===== src/rtl/dvp_pixel_packer.sv =====
// DVP camera capture: pairs 8-bit bytes into RGB565 pixels, keeps one frame in SKIP+1,
// and bounds each kept frame to H_DISP x V_DISP while flagging malformed lines.
module dvp_pixel_packer #(
    parameter int H_DISP = 640,
    parameter int V_DISP = 480,
    parameter int SKIP   = 1,
    parameter int VS_POL = 1
) (
    input  logic        video_clk,
    input  logic        rst_n,
    input  logic        cam_vsync,
    input  logic        cam_href,
    input  logic [7:0]  cam_data,
    output logic        video_de,
    output logic [15:0] video_data,
    output logic        frame_start,
    output logic        frame_done,
    output logic        line_err,
    output logic [10:0] line_cnt,
    output logic [15:0] frame_cnt
);

    localparam int PW = $clog2(H_DISP + 1);
    localparam int SW = (SKIP == 0) ? 1 : $clog2(SKIP + 1);

    localparam logic [PW-1:0] H_MAX    = PW'(H_DISP);
    localparam logic [10:0]   V_MAX    = 11'(V_DISP);
    localparam logic [SW-1:0] SKIP_MAX = SW'(SKIP);
    localparam logic          VS_ACT   = (VS_POL != 0);

    localparam logic [1:0] ST_WAIT_VS = 2'd0;
    localparam logic [1:0] ST_IDLE_VS = 2'd1;
    localparam logic [1:0] ST_ACTIVE  = 2'd2;
    localparam logic [1:0] ST_DROP    = 2'd3;

    logic [1:0]    state;
    logic [SW-1:0] skip_idx;
    logic          vsync_p0, vsync_p1;
    logic          href_p0, href_p1;
    logic [7:0]    data_p0;
    logic [7:0]    hi_byte_p1;
    logic          in_line, tgl, ovf, line_sup;
    logic [PW-1:0] pix_cnt;

    logic vs_act, href_rise, href_fall;
    logic act_byte, take_hi, pix_fire;

    function automatic logic [10:0] sat_inc_line(input logic [10:0] v);
        return (v >= V_MAX) ? v : v + 11'd1;
    endfunction

    function automatic logic [SW-1:0] wrap_inc_skip(input logic [SW-1:0] v);
        return (v >= SKIP_MAX) ? '0 : v + SW'(1);
    endfunction

    // ---- stage p0: pin registers; p1 holds the previous sample for edge detection
    always_ff @(posedge video_clk or negedge rst_n) begin
        if (!rst_n) begin
            vsync_p0 <= ~VS_ACT;
            vsync_p1 <= ~VS_ACT;
            href_p0  <= 1'b0;
            href_p1  <= 1'b0;
        end else begin
            vsync_p0 <= cam_vsync;
            vsync_p1 <= vsync_p0;
            href_p0  <= cam_href;
            href_p1  <= href_p0;
        end
    end

    always_ff @(posedge video_clk) begin
        data_p0 <= cam_data;
    end

    assign vs_act    = (vsync_p0 == VS_ACT);
    assign href_rise = href_p0 & ~href_p1;
    assign href_fall = ~href_p0 & href_p1;

    // A rising href always opens a line with the high byte; later bytes alternate.
    assign act_byte = (state == ST_ACTIVE) && !vs_act && (href_rise || (in_line && href_p0));
    assign take_hi  = act_byte && (href_rise || !tgl);
    assign pix_fire = act_byte && !href_rise && tgl && !line_sup && (pix_cnt < H_MAX);

    // ---- stage p1: pixel assembly and frame/line control
    always_ff @(posedge video_clk) begin
        if (take_hi)
            hi_byte_p1 <= data_p0;
    end

    always_ff @(posedge video_clk or negedge rst_n) begin
        if (!rst_n)
            video_data <= 16'h0000;
        else if (pix_fire)
            video_data <= {hi_byte_p1, data_p0};
    end

    always_ff @(posedge video_clk or negedge rst_n) begin
        if (!rst_n) begin
            state       <= ST_WAIT_VS;
            skip_idx    <= '0;
            video_de    <= 1'b0;
            frame_start <= 1'b0;
            frame_done  <= 1'b0;
            line_err    <= 1'b0;
            line_cnt    <= 11'd0;
            frame_cnt   <= 16'd0;
            in_line     <= 1'b0;
            tgl         <= 1'b0;
            ovf         <= 1'b0;
            line_sup    <= 1'b0;
            pix_cnt     <= '0;
        end else begin
            video_de    <= pix_fire;
            frame_start <= 1'b0;
            frame_done  <= 1'b0;
            line_err    <= 1'b0;
            case (state)
                ST_WAIT_VS: begin
                    if (vs_act)
                        state <= ST_IDLE_VS;
                end
                ST_IDLE_VS: begin
                    if (!vs_act) begin
                        if (skip_idx == '0) begin
                            state       <= ST_ACTIVE;
                            frame_start <= 1'b1;
                            line_cnt    <= 11'd0;
                        end else begin
                            state <= ST_DROP;
                        end
                        skip_idx <= wrap_inc_skip(skip_idx);
                        in_line  <= 1'b0;
                    end
                end
                ST_DROP: begin
                    if (vs_act)
                        state <= ST_IDLE_VS;
                end
                ST_ACTIVE: begin
                    if (vs_act) begin
                        // A line still open at frame end is aborted, not counted.
                        state      <= ST_IDLE_VS;
                        frame_done <= 1'b1;
                        frame_cnt  <= frame_cnt + 16'd1;
                        line_err   <= in_line;
                        in_line    <= 1'b0;
                    end else if (href_rise) begin
                        in_line  <= 1'b1;
                        tgl      <= 1'b1;
                        ovf      <= 1'b0;
                        pix_cnt  <= '0;
                        line_sup <= (line_cnt >= V_MAX);
                    end else if (in_line && href_p0) begin
                        tgl <= ~tgl;
                        if (pix_fire)
                            pix_cnt <= pix_cnt + PW'(1);
                        else if (tgl)
                            ovf <= 1'b1;
                    end else if (in_line && href_fall) begin
                        in_line  <= 1'b0;
                        line_cnt <= sat_inc_line(line_cnt);
                        line_err <= tgl | ovf | line_sup | (pix_cnt != H_MAX);
                    end
                end
                default: state <= ST_WAIT_VS;
            endcase
        end
    end

endmodule


===== config.mk =====
export PLATFORM = sky130hd
export DESIGN_NAME = dvp_pixel_packer
export DESIGN_NICKNAME = d
export VERILOG_FILES = /design/src/rtl/dvp_pixel_packer.sv
export SDC_FILE = /design/constraint.sdc
export NUM_CORES = 1
export LEC_CHECK = 0
export CAP_MARGIN = 10
export CORE_MARGIN = 8
export CORE_UTILIZATION = 55
export DETAILED_ROUTE_END_ITERATION = 8
export GPL_TIMING_DRIVEN = 0
export PLACE_DENSITY = 0.85
export SLEW_MARGIN = 25
export SYNTH_ARGS = -nofsm -noshare
export SYNTH_HDL_FRONTEND = slang
export SYNTH_SLANG_ARGS = --single-unit

===== constraint.sdc =====
create_clock -name video_clk -period 5.55 [get_ports video_clk]
set_input_delay 1.11 -clock video_clk [delete_from_list [all_inputs] [get_ports video_clk]]
set_output_delay 1.11 -clock video_clk [all_outputs]
set_load 0.01 [all_outputs]

==> run summary <==
status -> finished clean
#FFs+latches synth -> 83
post-synthesis simple-gate area fraction -> 15.6%
CTS sink cnt -> 83
number of H-tree levels -> 3
Antenna Violating Nets Remaining -> 0
layout cells sized above 1 -> 12.7%
PortBufs -> 58
Levels on crit path -> 1
Post-layout nets -> 373
Mean Syn Cell Area -> 12.2 sq um
Mapped Cells -> 286
Worst-Margin Slew -> 0.926 ns
Finished Core Util -> 70.2%
root buf cell -> clkbuf_8
Post-Place Worst Slack -> 3.18 ns
WL per Instance -> 17.6 microns
Reg2Reg Depth -> 5
synthesized area -> 3480 sq um
Seq/Total Area, Yosys -> 59.7%
post-synth top area cell -> dfrtp_1
sum of negative setup slack -> 0 ns
WHS Path Cells -> 0
via count -> 2523
routability cong. -> 0.817
CP startpoint kind -> flop
Pre-antenna DRT Iters -> 4
CTS hold repair buffers -> 0
CP Capture Type -> output pin
# rows -> 29
hold slack -> 0.433 ns
ANT cells -> 0
leak pwr -> 1.86 nW
Initial Util -> 55.7%
Die ar. -> 9130 sq um
Crit Path Category -> reg -> out
post-synthesis xor/xnor area fraction -> 3.78%
Syn. warnings -> 0
setup bufs post-CTS -> 0
TritonCTS buffer count -> 9
Starting DRT DRC Count -> 179
clock tree buffer depth -> 2
io pins -> 59
Compound-Gate Fraction of Synth Area -> 8.99%
multiplexer share of the synthesized area -> 7.52%
fillers -> 422
largest family of logic cells by synthesized area -> simple AND/OR/NAND/NOR gates
top_reg_cell synth -> dfrtp_1
max-cap violations -> 0
delay of the slowest critical-path stage -> 0.60 ns
CTS clk-pin slew, worst paths -> 0.08 ns
Total Power -> 1.32 mW
WL final -> 7.69 mm
initial antenna violation count -> 0
crit path buf inv count -> 1
final period utilization -> 46.0%
vias in the first global route -> 2543
crit-path max FO -> 8
height of the chip -> 95.5 microns
Synthesized Nets -> 303
Hold Crit Class -> reg -> reg
worst path cell trace -> clkdlybuf4s50_1
fraction of the mapped netlist area in adder cells -> 1.80%
RSZ-0062 raised after global routing -> no
Max-slew headroom -> 38.2%
CP required -> 4.44 ns
Die W -> 95.5 microns
final hold violations -> 0
Final Max Slew Viols -> 0
CORE AREA -> 6240 sq um
number of synthesized flops with an enable pin -> 8
origin of the worst setup path -> line_cnt[0]
CTS tree -> yes
largest cells by area after synthesis -> dfrtp_1 48%, edfxtp_1 6.9%, mux2_2 5.5%
post-route setup slack -> 2.99 ns
Max VDD drop -> 0.255 mV
# DRC -> 0
Slowest cell on crit path -> clkdlybuf4s50_1
share of the synthesized area in the top cell type -> 48.2%
CP top delay family -> buffers and inverters
Pwr Density -> 302 nW/um^2
Area growth syn-to-layout -> 25.9%
Post-synth ARST share -> 80.7%
min Tclk post-route -> 2.56 ns
Yosys cell types -> 49
first-pass GRT wire length -> 12.6 mm
maximum number of pins on one net before global-route repair -> 55
hold_sp -> data_p0[4]
Setup Skew -> 0.0113 ns
Global Route Usage Sum -> 17.9%
drt via density -> 5.76
Worst Path Arrival -> 1.45 ns
Overflow after GRT -> 0
total of cells resized after clock tree synthesis -> 0
DP HPWL -> 5.30 mm
final setup violation count -> 0
achievable frequency -> 0.391 GHz
clock latency on the worst-skew pair -> 0.35 ns
Crit Reg-Reg Startpoint -> vs_act
## cell families after synthesis
kind of cell               after synthesis
and+or+nand+nor                         97
DFF                                     83
AOI/OAI and AO/OA                       41
muxes                                   24
buffers and inverters                   21
xor gates and xnor gates                15
adders and majority gates                5
## synth_stat cells, types with 3 or more instances
| cell | n |
|---|---|
| o31ai_1 | 6 |
| clkbuf_1 | 3 |
| or4_1 | 6 |
| dfrtp_1 | 67 |
| nand2_1 | 23 |
| a211oi_1 | 4 |
| edfxtp_1 | 8 |
| dfxtp_1 | 8 |
| inv_1 | 14 |
| nand3b_1 | 3 |
| nand2b_1 | 8 |
| mux2i_1 | 7 |
| xnor2_1 | 13 |
| ha_1 | 5 |
| buf_2 | 3 |
| nor2_1 | 14 |
| nand3_1 | 12 |
| o21ai_0 | 5 |
| a21oi_1 | 11 |
| and2_1 | 3 |
| mux2_2 | 17 |
| nand4_1 | 11 |
## per-layer routing
metal  track usage [%]  share of wire, %  vias up
met1              21.7                40     1241
li1                  -                 -     1173
met4              7.43               1.4        0
met2              27.9                49       98
met5                 0                 0        -
met3              7.17               9.2       11
## metrics by stage
stage          std cells  cell area, sq um
4_1_cts              438              4380
2_1_floorplan        286              3480
5_1_grt              438              4380
3_5_place_dp         422              4180
6_report             438              4380
3_3_place_gp         421              4160
## flip-flops by register name (all words and copies together), names as in the netlist
signal and count:
data_p0 8, frame_cnt 16, frame_done 1, frame_start 1, hi_byte_p1 8, href_p0 1, href_p1 1, in_line 1
line_cnt 11, line_err 1, line_sup 1, ovf 1, pix_cnt 10, skip_idx 1, state 2, tgl 1
video_data 16, video_de 1, vs_act 1
## area by class of cell
cell class	count	area, sq um	area share, %
multi-input cells	182	1310	29.9
clock inverters	7	75.1	1.71
well taps	77	96.3	2.20
flip-flops and latches	83	2080	47.4
inverters	14	52.6	1.20
repair buffers	59	606	13.8
plain buffers	7	37.5	0.857
clock buffers	9	124	2.83
## where the power goes
part           switching [mW]  leakage, nW  internal [mW]
Sequential             0.0512         1.05          0.647
Combinational          0.0985        0.709         0.0857
Clock                   0.226       0.0996          0.212
Total                   0.376         1.86          0.945
## cells in the final DEF (no fill, tap or decap), drive strengths merged, types with 2 or more instances in the layout
master	n
nand2	23
mux2	17
nor2b	2
o31ai	6
xor2	2
nand2b	8
xnor2	13
or4	6
and4	2
nor3	2
nand3	13
nor2	14
nor4	2
nand3b	3
o21a	2
a2111oi	3
a211oi	4
clkdlybuf4s50	57
and2	3
buf	6
dfrtp	67
dfxtp	8
a21oi	11
ha	5
clkbuf	12
o21ai	6
mux2i	7
nand4	11
clkinv	2
edfxtp	8
o41ai	2
inv	17
and3	2
## path summary, 6_finish.rpt
check | end | slack (ns)
min | hi_byte_p1[4] | 0.43
max reg2reg | hi_byte_p1[0] | 3.20
max in group asynchronous | href_p1 | 4.43
min in group asynchronous | line_cnt[7] | 0.60
min reg2reg | hi_byte_p1[4] | 0.43
max | line_cnt[0] | 2.99
No activity file was read; power rests on OpenSTA's default activity.
